**config.mk**
```make
export PLATFORM = sky130hd
export DESIGN_NAME = vec_issue_ctrl
export DESIGN_NICKNAME = d
export VERILOG_FILES = /design/src/rtl/vec_ctrl_pkg.sv /design/src/rtl/vec_inst_fifo.sv /design/src/rtl/vec_issue_ctrl.sv
export SDC_FILE = /design/constraint.sdc
export NUM_CORES = 1
export LEC_CHECK = 0
export ABC_AREA = 0
export CAP_MARGIN = 20
export CORE_UTILIZATION = 35
export DETAILED_ROUTE_END_ITERATION = 16
export MAX_ROUTING_LAYER = met4
export PLACE_DENSITY = 0.66
export SKIP_LAST_GASP = 1
export SYNTH_ARGS = -nofsm -noshare
export SYNTH_HDL_FRONTEND = slang
export SYNTH_SLANG_ARGS = --single-unit
```
**constraint.sdc**
```tcl
create_clock -name clk -period 3.7 [get_ports clk]
set_input_delay 0.74 -clock clk [delete_from_list [all_inputs] [get_ports clk]]
set_output_delay 0.74 -clock clk [all_outputs]
set_load 0.02 [all_outputs]
```
**src/rtl/vec_ctrl_pkg.sv**
```systemverilog
// Shared types and default sizing for the vector issue controller.
//
// Contents:
//   issue_state_e   : issue FSM state encoding (IDLE, ISSUE, EXEC, RESP)
//   INST_W_DEFAULT  : default width of one vector instruction word
//   DEPTH_DEFAULT   : default instruction queue depth (power of 2, >= 2)
package vec_ctrl_pkg;

    typedef enum logic [1:0] {
        IDLE  = 2'd0,
        ISSUE = 2'd1,
        EXEC  = 2'd2,
        RESP  = 2'd3
    } issue_state_e;

    localparam int INST_W_DEFAULT = 32;
    localparam int DEPTH_DEFAULT  = 4;

endpackage

```
**src/rtl/vec_inst_fifo.sv**
```systemverilog
// In-order instruction queue: synchronous FIFO with flush.
//
// Ports:
//   clk    : clock, rising edge
//   reset  : asynchronous active-low reset (empty queue, pointers 0)
//   push   : write din this cycle (ignored when full)
//   din    : word to write
//   pop    : discard head this cycle (ignored when empty)
//   flush  : empty the queue this cycle; wins over push and pop
//   dout   : current head word (valid when !empty)
//   count  : number of stored entries
//   full   : count == DEPTH
//   empty  : count == 0
module vec_inst_fifo #(
    parameter  int W     = 32,
    parameter  int DEPTH = 4,
    localparam int AW    = $clog2(DEPTH),
    localparam int CNT_W = AW + 1
) (
    input  logic             clk,
    input  logic             reset,
    input  logic             push,
    input  logic [W-1:0]     din,
    input  logic             pop,
    input  logic             flush,
    output logic [W-1:0]     dout,
    output logic [CNT_W-1:0] count,
    output logic             full,
    output logic             empty
);

    logic [W-1:0]  mem [DEPTH];
    logic [AW-1:0] wr_ptr;
    logic [AW-1:0] rd_ptr;
    logic          do_push;
    logic          do_pop;

    assign full    = (count == CNT_W'(DEPTH));
    assign empty   = (count == '0);
    assign do_push = push & ~full;
    assign do_pop  = pop & ~empty;
    assign dout    = mem[rd_ptr];

    // DEPTH is a power of 2, so the pointers wrap naturally.
    always_ff @(posedge clk or negedge reset) begin
        if (!reset) begin
            wr_ptr <= '0;
            rd_ptr <= '0;
            count  <= '0;
        end else if (flush) begin
            wr_ptr <= '0;
            rd_ptr <= '0;
            count  <= '0;
        end else begin
            if (do_push) wr_ptr <= wr_ptr + 1'b1;
            if (do_pop)  rd_ptr <= rd_ptr + 1'b1;
            case ({do_push, do_pop})
                2'b10:   count <= count + 1'b1;
                2'b01:   count <= count - 1'b1;
                default: count <= count;
            endcase
        end
    end

    // Storage needs no reset: an entry is only read after it was written.
    always_ff @(posedge clk) begin
        if (do_push && !flush) mem[wr_ptr] <= din;
    end

endmodule

```
**src/rtl/vec_issue_ctrl.sv**
```systemverilog
// Issue controller between the scalar processor and the vector datapath.
// Buffers instructions in an in-order queue, launches one at a time with a
// start pulse, waits for completion and hands an acknowledge back to the
// scalar side, holding it until the scalar side is ready.
//
// Ports:
//   clk              : clock, rising edge
//   reset            : asynchronous active-low reset
//   inst_valid       : scalar -> ctrl, inst_in is valid
//   inst_in          : scalar -> ctrl, instruction word
//   vec_pro_ready    : ctrl -> scalar, queue can accept (from registered count)
//   flush            : discard all queued, not-yet-issued instructions
//   dp_inst          : ctrl -> datapath, instruction in flight (registered)
//   dp_start         : ctrl -> datapath, one-cycle launch pulse
//   inst_done        : datapath -> ctrl, in-flight instruction finished
//   vec_pro_ack      : ctrl -> scalar, completion valid
//   scalar_pro_ready : scalar -> ctrl, completion accepted
//   inst_count       : queued, not-yet-issued entries
//   busy             : FSM not in IDLE
//
// state | meaning
// ------+-------------------------------------------------------------
// IDLE  | nothing in flight; leave when the queue holds an entry
// ISSUE | dp_start high for this one cycle; dp_inst already loaded
// EXEC  | waiting for inst_done; ack mirrors inst_done combinationally
// RESP  | done seen, scalar not ready yet; ack held high
module vec_issue_ctrl
    import vec_ctrl_pkg::*;
#(
    parameter  int INST_W = INST_W_DEFAULT,
    parameter  int DEPTH  = DEPTH_DEFAULT,
    localparam int CNT_W  = $clog2(DEPTH) + 1
) (
    input  logic              clk,
    input  logic              reset,
    input  logic              inst_valid,
    input  logic [INST_W-1:0] inst_in,
    output logic              vec_pro_ready,
    input  logic              flush,
    output logic [INST_W-1:0] dp_inst,
    output logic              dp_start,
    input  logic              inst_done,
    output logic              vec_pro_ack,
    input  logic              scalar_pro_ready,
    output logic [CNT_W-1:0]  inst_count,
    output logic              busy
);

    issue_state_e      state;
    issue_state_e      next_state;
    logic              push_acc;
    logic              issue_go;
    logic              bypass;
    logic              fifo_push;
    logic              fifo_pop;
    logic              fifo_full;
    logic              fifo_empty;
    logic [INST_W-1:0] fifo_head;
    logic [CNT_W-1:0]  count_after;

    assign vec_pro_ready = ~fifo_full;
    assign push_acc      = inst_valid & vec_pro_ready;
    assign busy          = (state != IDLE);

    // Occupancy once this cycle's push and flush have taken effect; used to
    // decide whether a completion chains straight into the next issue.
    assign count_after = flush ? '0 : inst_count + CNT_W'(push_acc);

    // The head is popped and latched into dp_inst on the edge that enters
    // ISSUE, so dp_inst is already valid while dp_start is high. When a
    // completion chains on an empty queue, the only candidate is the word
    // being pushed right now; take it directly instead of through the FIFO.
    assign issue_go  = (next_state == ISSUE);
    assign bypass    = issue_go & fifo_empty;
    assign fifo_push = push_acc & ~bypass;
    assign fifo_pop  = issue_go & ~bypass;

    vec_inst_fifo #(
        .W     (INST_W),
        .DEPTH (DEPTH)
    ) u_fifo (
        .clk   (clk),
        .reset (reset),
        .push  (fifo_push),
        .din   (inst_in),
        .pop   (fifo_pop),
        .flush (flush),
        .dout  (fifo_head),
        .count (inst_count),
        .full  (fifo_full),
        .empty (fifo_empty)
    );

    always_ff @(posedge clk or negedge reset) begin
        if (!reset) begin
            state   <= IDLE;
            dp_inst <= '0;
        end else begin
            state <= next_state;
            if (issue_go) dp_inst <= bypass ? inst_in : fifo_head;
        end
    end

    always_comb begin
        next_state  = state;
        dp_start    = 1'b0;
        vec_pro_ack = 1'b0;
        case (state)
            IDLE: begin
                if (inst_count != '0 && !flush) next_state = ISSUE;
            end
            ISSUE: begin
                dp_start   = 1'b1;
                next_state = EXEC;
            end
            EXEC: begin
                vec_pro_ack = inst_done;
                if (inst_done) begin
                    if (scalar_pro_ready)
                        next_state = (count_after != '0) ? ISSUE : IDLE;
                    else
                        next_state = RESP;
                end
            end
            RESP: begin
                vec_pro_ack = 1'b1;
                if (scalar_pro_ready)
                    next_state = (count_after != '0) ? ISSUE : IDLE;
            end
            default: next_state = IDLE;
        endcase
    end

endmodule
```
# ---- Word level (Yosys, flattened, before mapping)
# Memories as Yosys holds them, arrays and structs flattened.
# Cells that the tools add are included.
# W data, S select, Z words.
dict set report word_totals {
  elab_cells 56
  ramBits 128
  memories 1
  ff_bits 41
}
# memory words word_bits read_ports rd_clocked_by_memory_dff wr line_no
set memory_table {}
lappend memory_table {u_fifo.mem 4 32 1 0 1 vec_inst_fifo.sv:32} ;# logic [W-1:0] mem [DEPTH];
dict set report classes {
  addsub 5
  bitwise 9
  reduce_logical 11
  eq_ne 7
  muxes 18
}
# op count
set ops {}
lappend ops {{$mux W32} 1}
lappend ops {{$mux W2} 8}
lappend ops {{$reduce_bool A3 Y1} 3}
lappend ops {{$pmux W2 S4} 1}
lappend ops {{$and A1 B1 Y1} 6}
lappend ops {{$eq A2 B1 Y1 const B} 3}
lappend ops {{$eq A2 B2 Y1 const B} 3}
lappend ops {{$mux W3} 2}
lappend ops {{$pmux W3 S2} 1}
lappend ops {{$reduce_bool A2 Y1} 3}
lappend ops {{$add A2 B1 Y2 const B} 2}
lappend ops {{$mux W1} 4}
lappend ops {{$add A3 B1 Y3} 1}
lappend ops {{$add A3 B1 Y3 const B} 1}
lappend ops {{$eq A3 B3 Y1 const B} 1}
lappend ops {{$logic_not A3 Y1} 1}
lappend ops {{$not A1 Y1} 3}
lappend ops {{$sub A3 B1 Y3 const B} 1}
lappend ops {{$logic_and A1 B1 Y1} 2}
lappend ops {{$logic_not A2 Y1} 1}
lappend ops {{$pmux W1 S2} 1}
lappend ops {{$logic_not A1 Y1} 1}

# ---- Longest topological paths before layout
dict set report depth {
  ltp_word 18
  ltp_mapped 12
  ltp_nobuf 12
}

# ---- Hierarchy
# A second synthesis with hierarchy kept.
dict set report unflattened {
  hier_cells 358
  hier_area_um2 7044.3
}
# mod area_each_um2 cells_each instances
set by_module_without_submodules {}
lappend by_module_without_submodules {vec_inst_fifo 5265.0 234 1}
lappend by_module_without_submodules {vec_issue_ctrl 1779.2 124 1}

# ---- Least setup slack after synthesis
# Ideal clock, no wire load.
dict set report synth_timing {
  path_kind {register to register}
  from {register u_fifo.count[1]}
  to {memory u_fifo.mem[0][0], enable pin}
  setup_slack_ps -79
  synth_period_minus_slack_ps 3779
  t_arrival_ps 3386
  stages_incl_launch_ff 10
  path_cell_list {dfrtp_1 > or3b_1 > and2_1 > ha_1 > ha_1 > xor2_1 > o311ai_2 > o21a_1 > nor2b_1 > and2_1}
}
dict set report synth_between {
  elab_chain_cells 18
  elab_cells_between_ends 23
  classes_between {add/sub (1); eq/ne (2); mux (9); bitwise (6); reduce/logical (5)}
}
# item line_no
set synth_rtl {}
lappend synth_rtl {{start: declaration} vec_inst_fifo.sv:27} ;# output logic [CNT_W-1:0] count,
lappend synth_rtl {{start signal: assignment} vec_inst_fifo.sv:58} ;# 2'b10: count <= count + 1'b1;
lappend synth_rtl {{start signal: assignment} vec_inst_fifo.sv:59} ;# 2'b01: count <= count - 1'b1;
lappend synth_rtl {{start signal: assignment} vec_inst_fifo.sv:60} ;# default: count <= count;
lappend synth_rtl {{$eq A3 B3 Y1 *} vec_inst_fifo.sv:38} ;# assign full = (count == CNT_W'(DEPTH));
lappend synth_rtl {{$not A1 Y1 *} vec_issue_ctrl.sv:61} ;# assign vec_pro_ready = ~fifo_full;
lappend synth_rtl {{via vec_pro_ready} vec_issue_ctrl.sv:38} ;# output logic vec_pro_ready,
lappend synth_rtl {{$and A1 B1 Y1} vec_issue_ctrl.sv:62} ;# assign push_acc = inst_valid & vec_pro_ready;
lappend synth_rtl {{$add A3 B1 Y3} vec_issue_ctrl.sv:67} ;# assign count_after = flush ? '0 : inst_count + CNT_W'(push_acc);
lappend synth_rtl {{$mux W3} vec_issue_ctrl.sv:67}
lappend synth_rtl {{$reduce_bool A3 Y1} {vec_issue_ctrl.sv:120, vec_issue_ctrl.sv:128}}
lappend synth_rtl {{$mux W1} {vec_issue_ctrl.sv:120, vec_issue_ctrl.sv:128}}
lappend synth_rtl {{(+3 left out)} n/a}
lappend synth_rtl {{$eq A2 B1 Y1} vec_issue_ctrl.sv:73} ;# assign issue_go = (next_state == ISSUE);
lappend synth_rtl {{$and A1 B1 Y1} vec_issue_ctrl.sv:74} ;# assign bypass = issue_go & fifo_empty;
lappend synth_rtl {{$not A1 Y1} vec_issue_ctrl.sv:75} ;# assign fifo_push = push_acc & ~bypass;
lappend synth_rtl {{$and A1 B1 Y1} vec_issue_ctrl.sv:75}
lappend synth_rtl {{$and A1 B1 Y1 *} vec_inst_fifo.sv:40} ;# assign do_push = push & ~full;
lappend synth_rtl {{$logic_and A1 B1 Y1 *} vec_inst_fifo.sv:67} ;# if (do_push && !flush) mem[wr_ptr] <= din;
lappend synth_rtl {{$mux W1 *} vec_inst_fifo.sv:67}
lappend synth_rtl {{$mux W1 (implied by the code) *} vec_inst_fifo.sv:67}
lappend synth_rtl {{end: declaration} vec_inst_fifo.sv:32}
# Mark *: on every way through the listed nets, which the timed path passes. The rest lies on a longest branch.

# ---- Worst setup path in the final report
dict set report layout_timing {
  from {register u_fifo.count[0]}
  to {memory u_fifo.mem[2][30], enable pin}
}
dict set report layout_between {
  elab_chain_cells 18
  elab_cells_between_ends 23
  classes_between {add/sub (1); eq/ne (2); mux (9); bitwise (6); reduce/logical (5)}
}
# item line_no
set layout_rtl {}
lappend layout_rtl {{$eq A3 B3 Y1} vec_inst_fifo.sv:38}
lappend layout_rtl {{$not A1 Y1} {vec_inst_fifo.sv:40, vec_issue_ctrl.sv:61}}
lappend layout_rtl {{$and A1 B1 Y1} vec_issue_ctrl.sv:62}
lappend layout_rtl {{$add A3 B1 Y3} vec_issue_ctrl.sv:67}
lappend layout_rtl {{$mux W3} vec_issue_ctrl.sv:67}
lappend layout_rtl {{$reduce_bool A3 Y1} {vec_issue_ctrl.sv:120, vec_issue_ctrl.sv:128}}
lappend layout_rtl {{$mux W1} {vec_issue_ctrl.sv:120, vec_issue_ctrl.sv:128}}
lappend layout_rtl {{$mux W2} vec_issue_ctrl.sv:119} ;# if (scalar_pro_ready)
lappend layout_rtl {{(+2 left out)} n/a}
lappend layout_rtl {{$eq A2 B1 Y1} vec_issue_ctrl.sv:73}
lappend layout_rtl {{$and A1 B1 Y1} vec_issue_ctrl.sv:74}
lappend layout_rtl {{$not A1 Y1} vec_issue_ctrl.sv:75}
lappend layout_rtl {{$and A1 B1 Y1} vec_issue_ctrl.sv:75}
lappend layout_rtl {{$and A1 B1 Y1 *} vec_inst_fifo.sv:40}
lappend layout_rtl {{$logic_and A1 B1 Y1 *} vec_inst_fifo.sv:67}
lappend layout_rtl {{$mux W1 *} vec_inst_fifo.sv:67}
lappend layout_rtl {{$mux W1 (implied by the code) *} vec_inst_fifo.sv:67}
# Every way passes the cells marked *; elsewhere a longest branch is shown, timed or not.

==> impl_metrics.yaml <==
status:
  status: "finished, final reports clean"
clock_tree:
  insertion_delay_ns: 0.43
  cts_tree: "done"
  htreeDepth: 4
  clock_path_buffers: 2
  numCtsBuffers: 17
  cts_resized: 0
  cts.clk_slew.worst_paths_ns: 0.06
  cts_setup_buffers: 0
  cts_root_buf: "clkbuf_16"
  clkSinkCount: 169
  hold_buffers: 0
place:
  port_buffers: 76
  placed_cells: 682
  globalplace.congestion: 0.7600
  hpwl_um: 8471
logic_synthesis:
  synth_nets: 422
  syn_avg_cell_area_um2: 17.86
  synth.most_common_cell: "edfxtp_1"
  synth_edf_count: 128
  ys_warn_count: 0
  yosys.area.top_type_share: 0.5709
  ys_ff_latch: 169
  syn_area_um2: 6733
  synth_commonest_cells: "edfxtp_1 (128), dfrtp_1 (41), nand2_1 (35)"
  ys_async_sr_fraction: 0.2426
  synth_cells: 377
  synth_ff_type: "edfxtp_1"
  synth_cell_types: 34
  synth.largest_area_cell: "edfxtp_1"
  synthTopCellsByArea: "edfxtp_1 (57%), dfrtp_1 (15%), mux4_2 (11%)"
  ys_seq_area_frac: 0.7233
finish:
  area_growth_syn_to_layout_pct: 25.79
  nNetsFinal: 512
  fillers: 1617
  drive_above_1_share: 0.1792
  seqCellArea_um2: 4872
  multi_input_area_um2: 1758
  antenna_cells: 0
  fin_cells: 714
global_routing:
  grt_pass1_vias: 3815
  grt_use_met1: 0.1843
  grt-ovfl-total: 0
  grt_pass1_wl_um: 20880
  antenna_found_initial: 0
  grt_usage: 0.1460
  busiest_layer: "met2"
  use_met2: 0.2268
  grt_use_met3: 0.04144
  grt_max_degree: 47
power_and_ir_drop:
  p_leak_nw: 2.979
  powerDensity_nw_per_um2: 780.3
  p_int_mw: 4.535
  peakVddDrop_mv: 0.4428
  pwr-share-comb: 0.338
  p_sw_frac: 0.3139
  power.share.clock: 0.268
  pwr-share-seq: 0.394
  switchingPower_mw: 2.074
sta:
  fin_skew_ns: 0.01076
  slew_viol_final: 0
  layout_min_cycle_time_ns: 3.414
  fin_crit_sh: 0.9227
  tns_ns: 0
  clock.fmax_mhz: 292.9
  setup_viol: 0
  rsz0062_at_grt: "no"
  tightest_slew_ns: 0.8276
  timing.hold.ws_ns: 0.3109
  max-slew-margin-rel: 0.4483
  finalHoldViolations: 0
critical_path:
  worstPathMaxFanout: 11
  cp-start-kind: "flop"
  crit_type: "flop to flop"
  crit_path_end_kind: "flop"
  worstPathRequired_ns: 3.82
  arrival_ns: 3.54
floorplanning:
  die_w_um: 140.7
  die_h_um: 140.7
  start_util: 0.3587
  rows: 50
  io_pins: 77
  core_um2: 18770
  die_area_um2: 19800
route:
  ant_nets: 0
  drc: 0
  wirelength_um: 13010
  wl_per_cell_um: 18.23
  num_vias: 3554
  drt_iter0_markers: 181
  first_pass_iters: 5
  viasPerCell: 4.978
flow_run:
  drv_cap: 0
hold_path:
  hold_class: "primary input to async pin"
## placed cells by master (no fill, tap or decap), drive strengths merged, types with 6 or more instances in the layout
cell,netlist,final
buf,12,16
clkbuf,8,21
clkdlybuf4s50,0,75
dfrtp,41,41
edfxtp,128,128
ha,6,6
mux2i,34,34
mux4,32,32
nand2,35,35
nor2,6,6
o21ai,33,33
## worst paths after layout
kind                       slack [ns]                end             from  cells after the start
max                              0.29  u_fifo.mem[2][30]  u_fifo.count[0]                     11
min                              0.31         dp_inst[2]            reset                      1
max reg2reg                      0.29  u_fifo.mem[2][30]  u_fifo.count[0]                     11
min reg2reg                      0.48         dp_inst[0]       dp_inst[0]                      2
max in group asynchronous        2.66   u_fifo.rd_ptr[1]            reset                      2
min in group clk                 0.48         dp_inst[0]       dp_inst[0]                      2
## stage by stage
| stage | utilization | power (mW) | cell area, um^2 | setup slack [ns] |
|---|---|---|---|---|
| 6_report | 0.4513 | 6.609 | 8469 | 0.2860 |
| 2_1_floorplan | - | 4.073 | 6738 | 0.1915 |
| 5_1_grt | 0.4513 | 6.961 | 8469 | 0.1298 |
| 4_1_cts | 0.4513 | 6.700 | 8469 | 0.2906 |
| 3_3_place_gp | 0.4199 | 4.854 | 7881 | 0.1639 |
| 3_5_place_dp | 0.4199 | 4.911 | 7881 | 0.08245 |
## registers in the layout, summed over array words and instances (netlist names)
signal and cells:
dp_inst 32, u_fifo.mem 128, u_fifo.count 3, u_fifo.rd_ptr 2
state 2, u_fifo.wr_ptr 2
## kinds of logic (layout without fill, tap and decap cells)
logic type	count (synthesis)	after routing	synth area share
DFF	169	169	0.7233
adders and majority gates	7	7	0.01412
muxes	67	67	0.1598
xor gates and xnor gates	4	4	0.005204
AOI/OAI and AO/OA	49	49	0.04330
buffers and inverters	24	127	0.01672
and+or+nand+nor	57	57	0.03754
## metal layers
metal | wire length [um] | share of wire
met4 | 177 | 0.014
met5 | 0 | 0
met3 | 511 | 0.039
met2 | 6323 | 0.49
met1 | 6001 | 0.46
## final cells by class
type | instances | area share
multi-input cells | 184 | 0.2076
clock buffers | 21 | 0.05200
inverters | 4 | 0.001773
flip-flops and latches | 169 | 0.5753
clock inverters | 11 | 0.01743
well taps | 234 | 0.03457
repair buffers | 91 | 0.1114
## power by group through the flow
stage / clock network [mW] / registers [mW] / logic, mW
final: 1.77 / 2.60 / 2.23
after global routing: 1.89 / 2.65 / 2.42
after CTS: 1.81 / 2.61 / 2.27
after detailed placement: 0 / 2.65 / 2.26
after global placement: 0 / 2.63 / 2.22
after floorplan: 0 / 2.76 / 1.31
## worst max-delay path: stages (launching register included)
cell	delay (ns)
dfrtp_1	0.50
or3b_1	0.44
and2_1	0.23
ha_1	0.20
ha_1	0.19
xor2_1	0.16
o311ai_2	0.27
buf_4	0.19
o21a_1	0.20
nor2b_1	0.27
and2_2	0.23
buf_4	0.21
(Power assumes the default switching activity.)
